==> config.mk <==
export PLATFORM = sky130hd
export DESIGN_NAME = systolic_array_nxn
export DESIGN_NICKNAME = d
export VERILOG_FILES = /design/src/rtl/systolic_pkg.sv /design/src/rtl/pe_acc.sv /design/src/rtl/systolic_array_nxn.sv
export SDC_FILE = /design/constraint.sdc
export NUM_CORES = 2
export LEC_CHECK = 0
export ABC_AREA = 1
export ABC_CLOCK_PERIOD_IN_PS = 12730
export BUFFER_PORTS_ARGS = -buffer_cell sky130_fd_sc_hd__buf_2
export CORE_AREA = 2 2 293 295
export DETAILED_ROUTE_END_ITERATION = 16
export DIE_AREA = 0 0 295 297
export GPL_TIMING_DRIVEN = 0
export PLACE_DENSITY = 0.77
export RECOVER_POWER = 50
export SYNTH_ARGS = -nofsm -noshare
export SYNTH_HDL_FRONTEND = slang
export SYNTH_SLANG_ARGS = --single-unit
==> constraint.sdc <==
create_clock -name clk -period 12.73 [get_ports clk]
set_input_delay 0.6365 -clock clk [delete_from_list [all_inputs] [get_ports clk]]
set_output_delay 0.6365 -clock clk [all_outputs]
set_load 0.05 [all_outputs]
==> src/rtl/systolic_pkg.sv <==
// Shared definitions for the NxN output-stationary systolic matrix multiplier.
package systolic_pkg;

  localparam int unsigned DefN  = 3;
  localparam int unsigned DefDW = 8;
  localparam int unsigned DefKW = 8;

  typedef enum logic [1:0] {
    StIdle,
    StLoad,
    StFlush,
    StDrain
  } state_e;

endpackage

==> src/rtl/pe_acc.sv <==
// Processing element: registers operands through to its neighbours and accumulates
// the unsigned product of its current inputs.
module pe_acc #(
  parameter int unsigned DW = 8,
  parameter int unsigned AW = 24
) (
  input  logic          clk,
  input  logic          reset,
  input  logic          i_clr,
  input  logic [DW-1:0] i_a,
  input  logic [DW-1:0] i_b,
  output logic [DW-1:0] o_a,
  output logic [DW-1:0] o_b,
  output logic [AW-1:0] o_acc
);

  logic [DW-1:0]   r_a;
  logic [DW-1:0]   r_b;
  logic [AW-1:0]   r_acc;
  logic [2*DW-1:0] w_prod;

  assign w_prod = {{DW{1'b0}}, i_a} * {{DW{1'b0}}, i_b};

  always_ff @(posedge clk or posedge reset) begin
    if (reset) begin
      r_a   <= '0;
      r_b   <= '0;
      r_acc <= '0;
    end else if (i_clr) begin
      r_a   <= '0;
      r_b   <= '0;
      r_acc <= '0;
    end else begin
      r_a   <= i_a;
      r_b   <= i_b;
      r_acc <= r_acc + AW'(w_prod);
    end
  end

  assign o_a   = r_a;
  assign o_b   = r_b;
  assign o_acc = r_acc;

endmodule

==> src/rtl/systolic_array_nxn.sv <==
// NxN systolic matrix multiplier: streams K columns of A / rows of B through skewed
// lines into a PE grid, then drains C in raster order over a valid/ready port.
module systolic_array_nxn
  import systolic_pkg::*;
#(
  parameter int unsigned N  = DefN,
  parameter int unsigned DW = DefDW,
  parameter int unsigned KW = DefKW,
  parameter int unsigned AW = 2 * DW + KW
) (
  input  logic                 clk,
  input  logic                 reset,
  input  logic                 start,
  input  logic [KW-1:0]        k_len,
  input  logic                 in_valid,
  output logic                 in_ready,
  input  logic [N*DW-1:0]      a_vec,
  input  logic [N*DW-1:0]      b_vec,
  output logic                 out_valid,
  input  logic                 out_ready,
  output logic [AW-1:0]        out_data,
  output logic [$clog2(N)-1:0] out_row,
  output logic [$clog2(N)-1:0] out_col,
  output logic                 busy,
  output logic                 done
);

  localparam int unsigned IW = $clog2(N);
  localparam int unsigned FW = $clog2(2 * N);
  localparam logic [FW-1:0] FlushLast = FW'(2 * N - 2);
  localparam logic [IW-1:0] IdxLast   = IW'(N - 1);

  state_e          r_state;
  state_e          w_state_nxt;
  logic [KW-1:0]   r_cnt;
  logic [FW-1:0]   r_flush;
  logic [IW-1:0]   r_row;
  logic [IW-1:0]   r_col;
  logic            w_start;
  logic            w_accept;
  logic            w_last;

  logic [DW-1:0]   w_a_h [N][N+1];
  logic [DW-1:0]   w_b_v [N+1][N];
  logic [AW-1:0]   w_acc [N][N];

  assign w_start  = (r_state == StIdle) && start;
  assign w_accept = in_valid && in_ready;
  assign w_last   = (r_row == IdxLast) && (r_col == IdxLast);
  assign busy     = (r_state != StIdle);

  always_comb begin
    w_state_nxt = r_state;
    in_ready    = 1'b0;
    out_valid   = 1'b0;
    done        = 1'b0;
    case (r_state)
      StIdle: begin
        if (start) w_state_nxt = (k_len == '0) ? StDrain : StLoad;
      end
      StLoad: begin
        in_ready = 1'b1;
        if (in_valid && (r_cnt == KW'(1))) w_state_nxt = StFlush;
      end
      StFlush: begin
        if (r_flush == '0) w_state_nxt = StDrain;
      end
      StDrain: begin
        out_valid = 1'b1;
        if (out_ready && w_last) begin
          done        = 1'b1;
          w_state_nxt = StIdle;
        end
      end
      default: w_state_nxt = StIdle;
    endcase
  end

  always_ff @(posedge clk or posedge reset) begin
    if (reset) begin
      r_state <= StIdle;
      r_cnt   <= '0;
      r_flush <= '0;
      r_row   <= '0;
      r_col   <= '0;
    end else begin
      r_state <= w_state_nxt;
      if (w_start) begin
        r_cnt <= k_len;
      end else if (w_accept) begin
        r_cnt <= r_cnt - KW'(1);
      end
      // Flush counter runs 2N-2 down to 0, giving 2N-1 cycles of zero injection.
      if ((r_state == StLoad) && (w_state_nxt == StFlush)) begin
        r_flush <= FlushLast;
      end else if ((r_state == StFlush) && (r_flush != '0)) begin
        r_flush <= r_flush - FW'(1);
      end
      if (out_valid && out_ready) begin
        if (r_col == IdxLast) begin
          r_col <= '0;
          r_row <= w_last ? '0 : r_row + IW'(1);
        end else begin
          r_col <= r_col + IW'(1);
        end
      end
    end
  end

  // Skew lines: row i of A and column i of B are delayed i cycles; idle cycles inject zeros.
  for (genvar gi = 0; gi < N; gi++) begin : g_skew
    logic [DW-1:0] w_a_src;
    logic [DW-1:0] w_b_src;

    assign w_a_src = w_accept ? a_vec[gi*DW +: DW] : '0;
    assign w_b_src = w_accept ? b_vec[gi*DW +: DW] : '0;

    if (gi == 0) begin : g_direct
      assign w_a_h[gi][0] = w_a_src;
      assign w_b_v[0][gi] = w_b_src;
    end else begin : g_delay
      logic [DW-1:0] r_a_sk [gi];
      logic [DW-1:0] r_b_sk [gi];

      always_ff @(posedge clk or posedge reset) begin
        if (reset) begin
          for (int d = 0; d < gi; d++) begin
            r_a_sk[d] <= '0;
            r_b_sk[d] <= '0;
          end
        end else begin
          r_a_sk[0] <= w_a_src;
          r_b_sk[0] <= w_b_src;
          for (int d = 1; d < gi; d++) begin
            r_a_sk[d] <= r_a_sk[d-1];
            r_b_sk[d] <= r_b_sk[d-1];
          end
        end
      end

      assign w_a_h[gi][0] = r_a_sk[gi-1];
      assign w_b_v[0][gi] = r_b_sk[gi-1];
    end
  end

  for (genvar gi = 0; gi < N; gi++) begin : g_row
    for (genvar gj = 0; gj < N; gj++) begin : g_col
      pe_acc #(
        .DW(DW),
        .AW(AW)
      ) u_pe (
        .clk   (clk),
        .reset (reset),
        .i_clr (w_start),
        .i_a   (w_a_h[gi][gj]),
        .i_b   (w_b_v[gi][gj]),
        .o_a   (w_a_h[gi][gj+1]),
        .o_b   (w_b_v[gi+1][gj]),
        .o_acc (w_acc[gi][gj])
      );
    end
  end

  // Accumulators see only zeros during DRAIN, so the selected element stays stable.
  assign out_data = out_valid ? w_acc[r_row][r_col] : '0;
  assign out_row  = r_row;
  assign out_col  = r_col;

endmodule

## Word level (Yosys, flattened, before mapping)

Index checks and enable logic that the tools add are counted.

- Equal/unequal tests: 7
- Reduce and logical (&&, ||, !) cells: 16
- Bitwise operators: 2
- $mul: 9
- Add/sub/neg operators: 13
- Muxes and demuxes: 50
- $lt $le $gt $ge: 2

Operator list:

| cell | count |
|---|---|
| $mux 24 | 12 |
| $add 24x16->24 | 9 |
| $mux 8 | 20 |
| $bmux 72 s2 | 1 |
| $mul 8x8->16 | 9 |
| $mux 72 | 2 |
| $bmux 24 s2 | 1 |
| $mux 2 | 7 |
| $eq 2x2->1 const B | 5 |
| $eq 8x1->1 const B | 1 |
| $logic_and 1x1->1 | 8 |
| $logic_not 8->1 | 1 |
| $pmux 2 s4 | 1 |
| $sub 8x1->8 const B | 1 |
| $ge 3x3->1 const B | 2 |
| $mux 3 | 2 |
| $not 2->3 | 2 |
| $reduce_bool 2->1 | 3 |
| $add 2x1->2 const B | 2 |
| $mux 1 | 4 |
| $logic_not 3->1 | 1 |
| $reduce_bool 3->1 | 1 |
| $sub 3x1->3 const B | 1 |
| $eq 2x1->1 const B | 1 |
| 2 further kinds | 2 |

- Register bits: 377
- Input bits: 61

## Logic depth before layout (Yosys ltp)

- Depth after elaboration: 8
- Depth in mapped cells: 28
- Depth with buffers taken out: 27

## Modules after synthesis

A second synthesis with hierarchy kept.

- Cells, all modules: 6244
- Area, all modules: 44928.1 µm²

Modules (own cells, without submodules):

| module | times used | cells an instance | seq. area each (µm²) | area each (µm²) |
|---|---|---|---|---|
| pe_acc at g_row[1].g_col[1].u_pe ... | 2 | 615 | 1001.0 | 4483.0 |
| pe_acc at g_row[2].g_col[0].u_pe ... | 2 | 607 | 1001.0 | 4453.0 |
| pe_acc at g_row[0].g_col[1].u_pe ... | 2 | 602 | 1001.0 | 4416.7 |
| systolic_array_nxn | 1 | 781 | 1626.6 | 4840.9 |
| pe_acc at g_row[2].g_col[2].u_pe | 1 | 607 | 1001.0 | 4471.8 |
| pe_acc at g_row[0].g_col[0].u_pe | 1 | 604 | 1001.0 | 4469.3 |
| pe_acc at g_row[1].g_col[0].u_pe | 1 | 604 | 1001.0 | 4440.5 |

## Least setup slack after synthesis

Ideal clock, no wire load.

- Path kind: register to register
- Start: reg r_state[1]
- End: reg g_row[0].g_col[0].u_pe.r_acc[20]
- Data arrival time: 4.581 ns
- Required time: 12.616 ns
- Cell stages (with the launch flop): 25
- Setup time: 0.114 ns
- Slack: 8.035 ns
- Path buffers: 1
- Path through: dfrtp_1 nor2_4 nand2_1 inv_1 buf_2 nand2_1 inv_1 nand2_1 fa_1 inv_1 fa_1 fa_1 inv_1 fa_1 inv_1 ha_1 nand2_1 nor2_1 inv_1 nor2_1 nand3_1 nand3_1 nand2_1 inv_1 nor2_1

- Longest elaborated chain between the ends: 7

Ends and longest elaborated chain:

| item | line | source |
|---|---|---|
| start: declaration | systolic_array_nxn.sv:33 | `state_e r_state;` |
| start signal: assignment | systolic_array_nxn.sv:81 | `r_state <= StIdle;` |
| start signal: assignment | systolic_array_nxn.sv:87 | `r_state <= w_state_nxt;` |
| $eq 2x1->1 * | systolic_array_nxn.sv:57 | `case (r_state)` |
| $mux 1 * | systolic_array_nxn.sv:57 |  |
| net in_ready | systolic_array_nxn.sv:16 | `output logic in_ready,` |
| $logic_and 1x1->1 * | systolic_array_nxn.sv:48 | `assign w_accept = in_valid && in_ready;` |
| $mux 8 (on tied branches) | systolic_array_nxn.sv:115, systolic_array_nxn.sv:116 |  |
| $mul 8x8->16 * | pe_acc.sv:22 | `assign w_prod = {{DW{1'b0}}, i_a} * {{DW{1'b0}}, i_b};` |
| $add 24x16->24 * | pe_acc.sv:36 | `r_acc <= r_acc + AW'(w_prod);` |
| $mux 24 * | pe_acc.sv:29 | `end else if (i_clr) begin` |
| end signal: assignment | pe_acc.sv:36 |  |
| end: declaration | pe_acc.sv:19 | `logic [AW-1:0] r_acc;` |

The timed path passes the listed nets; every way through them passes the cells marked *.
A chain may end at the register's enable or synchronous reset.

==> qor.yml <==
cts_buffer_depth: 3
die_y_microns: 297
path_max_fanout: 113
hpwl_microns: 102000
min_period_ns: 7.01
cts-root-buf: "clkbuf_16"
ys_seq_area_share_pct: 22.4
start_util_pct: 49.7
post_cts_resized: 0
route.detailed.drc: 0
clock-sinks: 377
synthToLayoutAreaGrowth_pct: 8.70
postLayoutCoreUtil_pct: 54.1
vias: 36200
synth_top_area_share_pct: 22.4
clkPwrFrac_pct: 25.7
die_x_microns: 295
htree_levels: 2
hold_class: "in -> reg"
ys_top_cells_by_area: "dfrtp_1 (22%), fa_1 (21%), inv_1 (15%)"
initialDrtViolationCount: 2637
grt_pass1_wl_microns: 198000
gp_congestion: 0.990
path_clk_slew_ns: 0.06
grt_pass1_vias: 37000
ys_types: 37
status: "finished with violations"
gr-usage-all-layers_pct: 29.3
synth_nets: 6777
ir_drop_uv: 113
dieArea_sq_um: 87600
vias_per_cell: 5.02
power_switching_w: 0.00268
wl_per_cell_microns: 17.2
rsz0062_at_grt: "false"
io_pins: 93
p_leak_nw: 27.7
drt-pass1-iter-count: 6
final_area_sq_um: 45700
n_antenna_cell: 0
synthCells: 5893
power_w: 0.00585
finalClockSkew_ns: 0.0290
nNetsFinal: 6921
placed_area_sq_um: 44000
row_count: 107
synth_area_sq_um: 42000
cap_viol_max_count: 2
yosys_warnings: 0
slew_violations: 147
wirelength_microns: 124000
cts_setup_buffers: 0
timing.setup.tns_ns: 0
violations: "max-capacitance violations, max-slew violations"
cts_tree: "yes"
crit_type: "in -> async"
setup_viol: 0
maxSlewHeadroom_pct: -227
final.period_utilization_pct: 55.0
endpoint_kind: "asynchronous set/reset pin"
worst_slew_pin_slew_ns: 4.90
p_per_area_nw_per_um2: 128
synth_seq_cells: 377
fmax_ghz: 0.143
startpoint_type: "input port"
critPathArrivalTime_ns: 6.56
fillers: 8099
p_comb_share_pct: 45.4
cts_buffers: 49
multi_input_area_sq_um: 25500
coreArea_sq_um: 84500
seqPwrFrac_pct: 29.0
avgSynthCellArea_sq_um: 7.13
ctsHoldBuffers: 0
yosys.area.top_type: "dfrtp_1"
insertion_delay_ns: 0.62
reg2reg_slack_ns: 7.26
drive_gt1_share_pct: 3.95
port-buffer-count: 90
final-seq-area_sq_um: 9430
power_switching_share_pct: 45.8
grt_max_degree: 121
ant_nets: 0
hold_viol_final: 0
antenna_found_initial: 1
internal_power_w: 0.00317
cp.required_ns: 12.28
grt_remaining_overflow: 0
-- per-layer routing --
metal  GRT usage, %  vias to the layer above  share of wire, %
li1               -                    17400                 -
met1           36.8                    17400                40
met2           48.6                     1100                47
met3           5.04                      304               6.6
met4           14.4                        0               5.6
met5              0                        -                 0
-- cells in the final DEF (no fill, tap or decap), types with 3 or more instances in the layout --
cell           n
inv_1       1664
nand2_1     1619
nor2_1       534
fa_1         450
dfrtp_1      377
ha_1         373
a21oi_1      221
nand3_1      196
clkbuf_1     151
buf_2        130
o21ai_0       90
clkbuf_16     51
o221ai_1      42
nor3_1        28
and2_1        16
o21bai_1      11
nor4_1        11
nand4_1       10
clkbuf_8       9
buf_1          8
xnor2_1        8
clkinvlp_4     8
o211ai_1       7
clkinv_2       7
or2_2          6
inv_2          6
bufinv_16      6
buf_6          5
nand3b_1       4
buf_4          3
a31oi_1        3
o21a_1         3
xor2_1         3
-- area by class of cell --
class,count,area share (%)
buffer,198,1.84
sequential,377,20.7
multi-input combinational,3647,55.8
clock buffer,68,3.13
clock inverter,23,0.641
tap,1144,3.13
inverter,1671,13.7
timing repair buffer,93,1.11
-- critical path, stage by stage --
cell and delay, ns:
buf_2 0.10, clkinvlp_2 1.67, buf_16 0.48, clkbuf_1 3.44
-- metrics by stage --
stage / hold WS [ns] / setup slack, ns / instances
floorplan: 0.331 / 1.62 / 5893
global placement: 0.333 / -3.56 / 7127
detailed placement: 0.336 / 7.38 / 7130
CTS: 0.0738 / 7.46 / 7221
global route: 0.211 / 4.27 / 7221
finish: 0.213 / 5.72 / 7221
-- power groups by stage --
stage	Combinational (W)	Sequential (W)	Clock, W
after floorplan	0.00178	0.00161	0
after global placement	0.00253	0.00171	0
after detailed placement	0.00260	0.00171	0
after CTS	0.00262	0.00169	0.00152
after global routing	0.00296	0.00171	0.00157
final	0.00265	0.00169	0.00150
-- cells in the mapped netlist, drive strengths merged --
library cell / count
nand2: 1622
nand4: 10
clkbuf: 142
and2: 16
a22oi: 1
o21ai: 90
buf: 56
xor2: 3
or2: 6
a32oi: 1
and3: 2
nor2: 535
xnor2: 8
o22ai: 2
nor3: 28
a21oi: 221
mux2i: 1
nand3: 196
o21bai: 11
nand3b: 4
and3b: 1
nor4: 11
fa: 450
o221ai: 42
a31oi: 3
inv: 1671
o21a: 3
dfrtp: 377
o211ai: 7
ha: 373
-- cell families after synthesis --
family                   synth area share (%)
multiplexers                           0.0238
adder cells (fa/ha/maj)                  32.5
buffers and inverters                    16.9
XOR/XNOR                                0.229
AO/OA/AOI/OAI                            5.07
AND/OR/NAND/NOR                          22.8
flip-flops                               22.4
-- sequential cells by signal (all words and copies together) (netlist names) --
register / cells
g_row.g_col.u_pe.o_a: 48
g_row.g_col.u_pe.o_acc: 216
g_row.g_col.u_pe.o_b: 48
g_skew.g_delay.r_a_sk: 24
g_skew.g_delay.r_b_sk: 24
out_col: 2
out_row: 2
r_cnt: 8
r_flush: 3
r_state: 2
-- path summary, 6_finish.rpt --
kind / from / to / cells past startpoint
max in group clk: r_state[0] / g_row[0].g_col[0].u_pe.o_acc[22] / 24
hold reg to reg: g_skew[2].g_delay.r_a_sk[15] / g_skew[2].g_delay.r_a_sk[7] / 0
setup reg to reg: r_state[0] / g_row[0].g_col[0].u_pe.o_acc[22] / 24
setup / recovery: reset / g_skew[2].g_delay.r_a_sk[7] / 4
min in group asynchronous: reset / g_skew[2].g_delay.r_b_sk[8] / 2
hold / removal: a_vec[9] / g_skew[1].g_delay.r_a_sk[1] / 3
(Power assumes the default switching activity.)
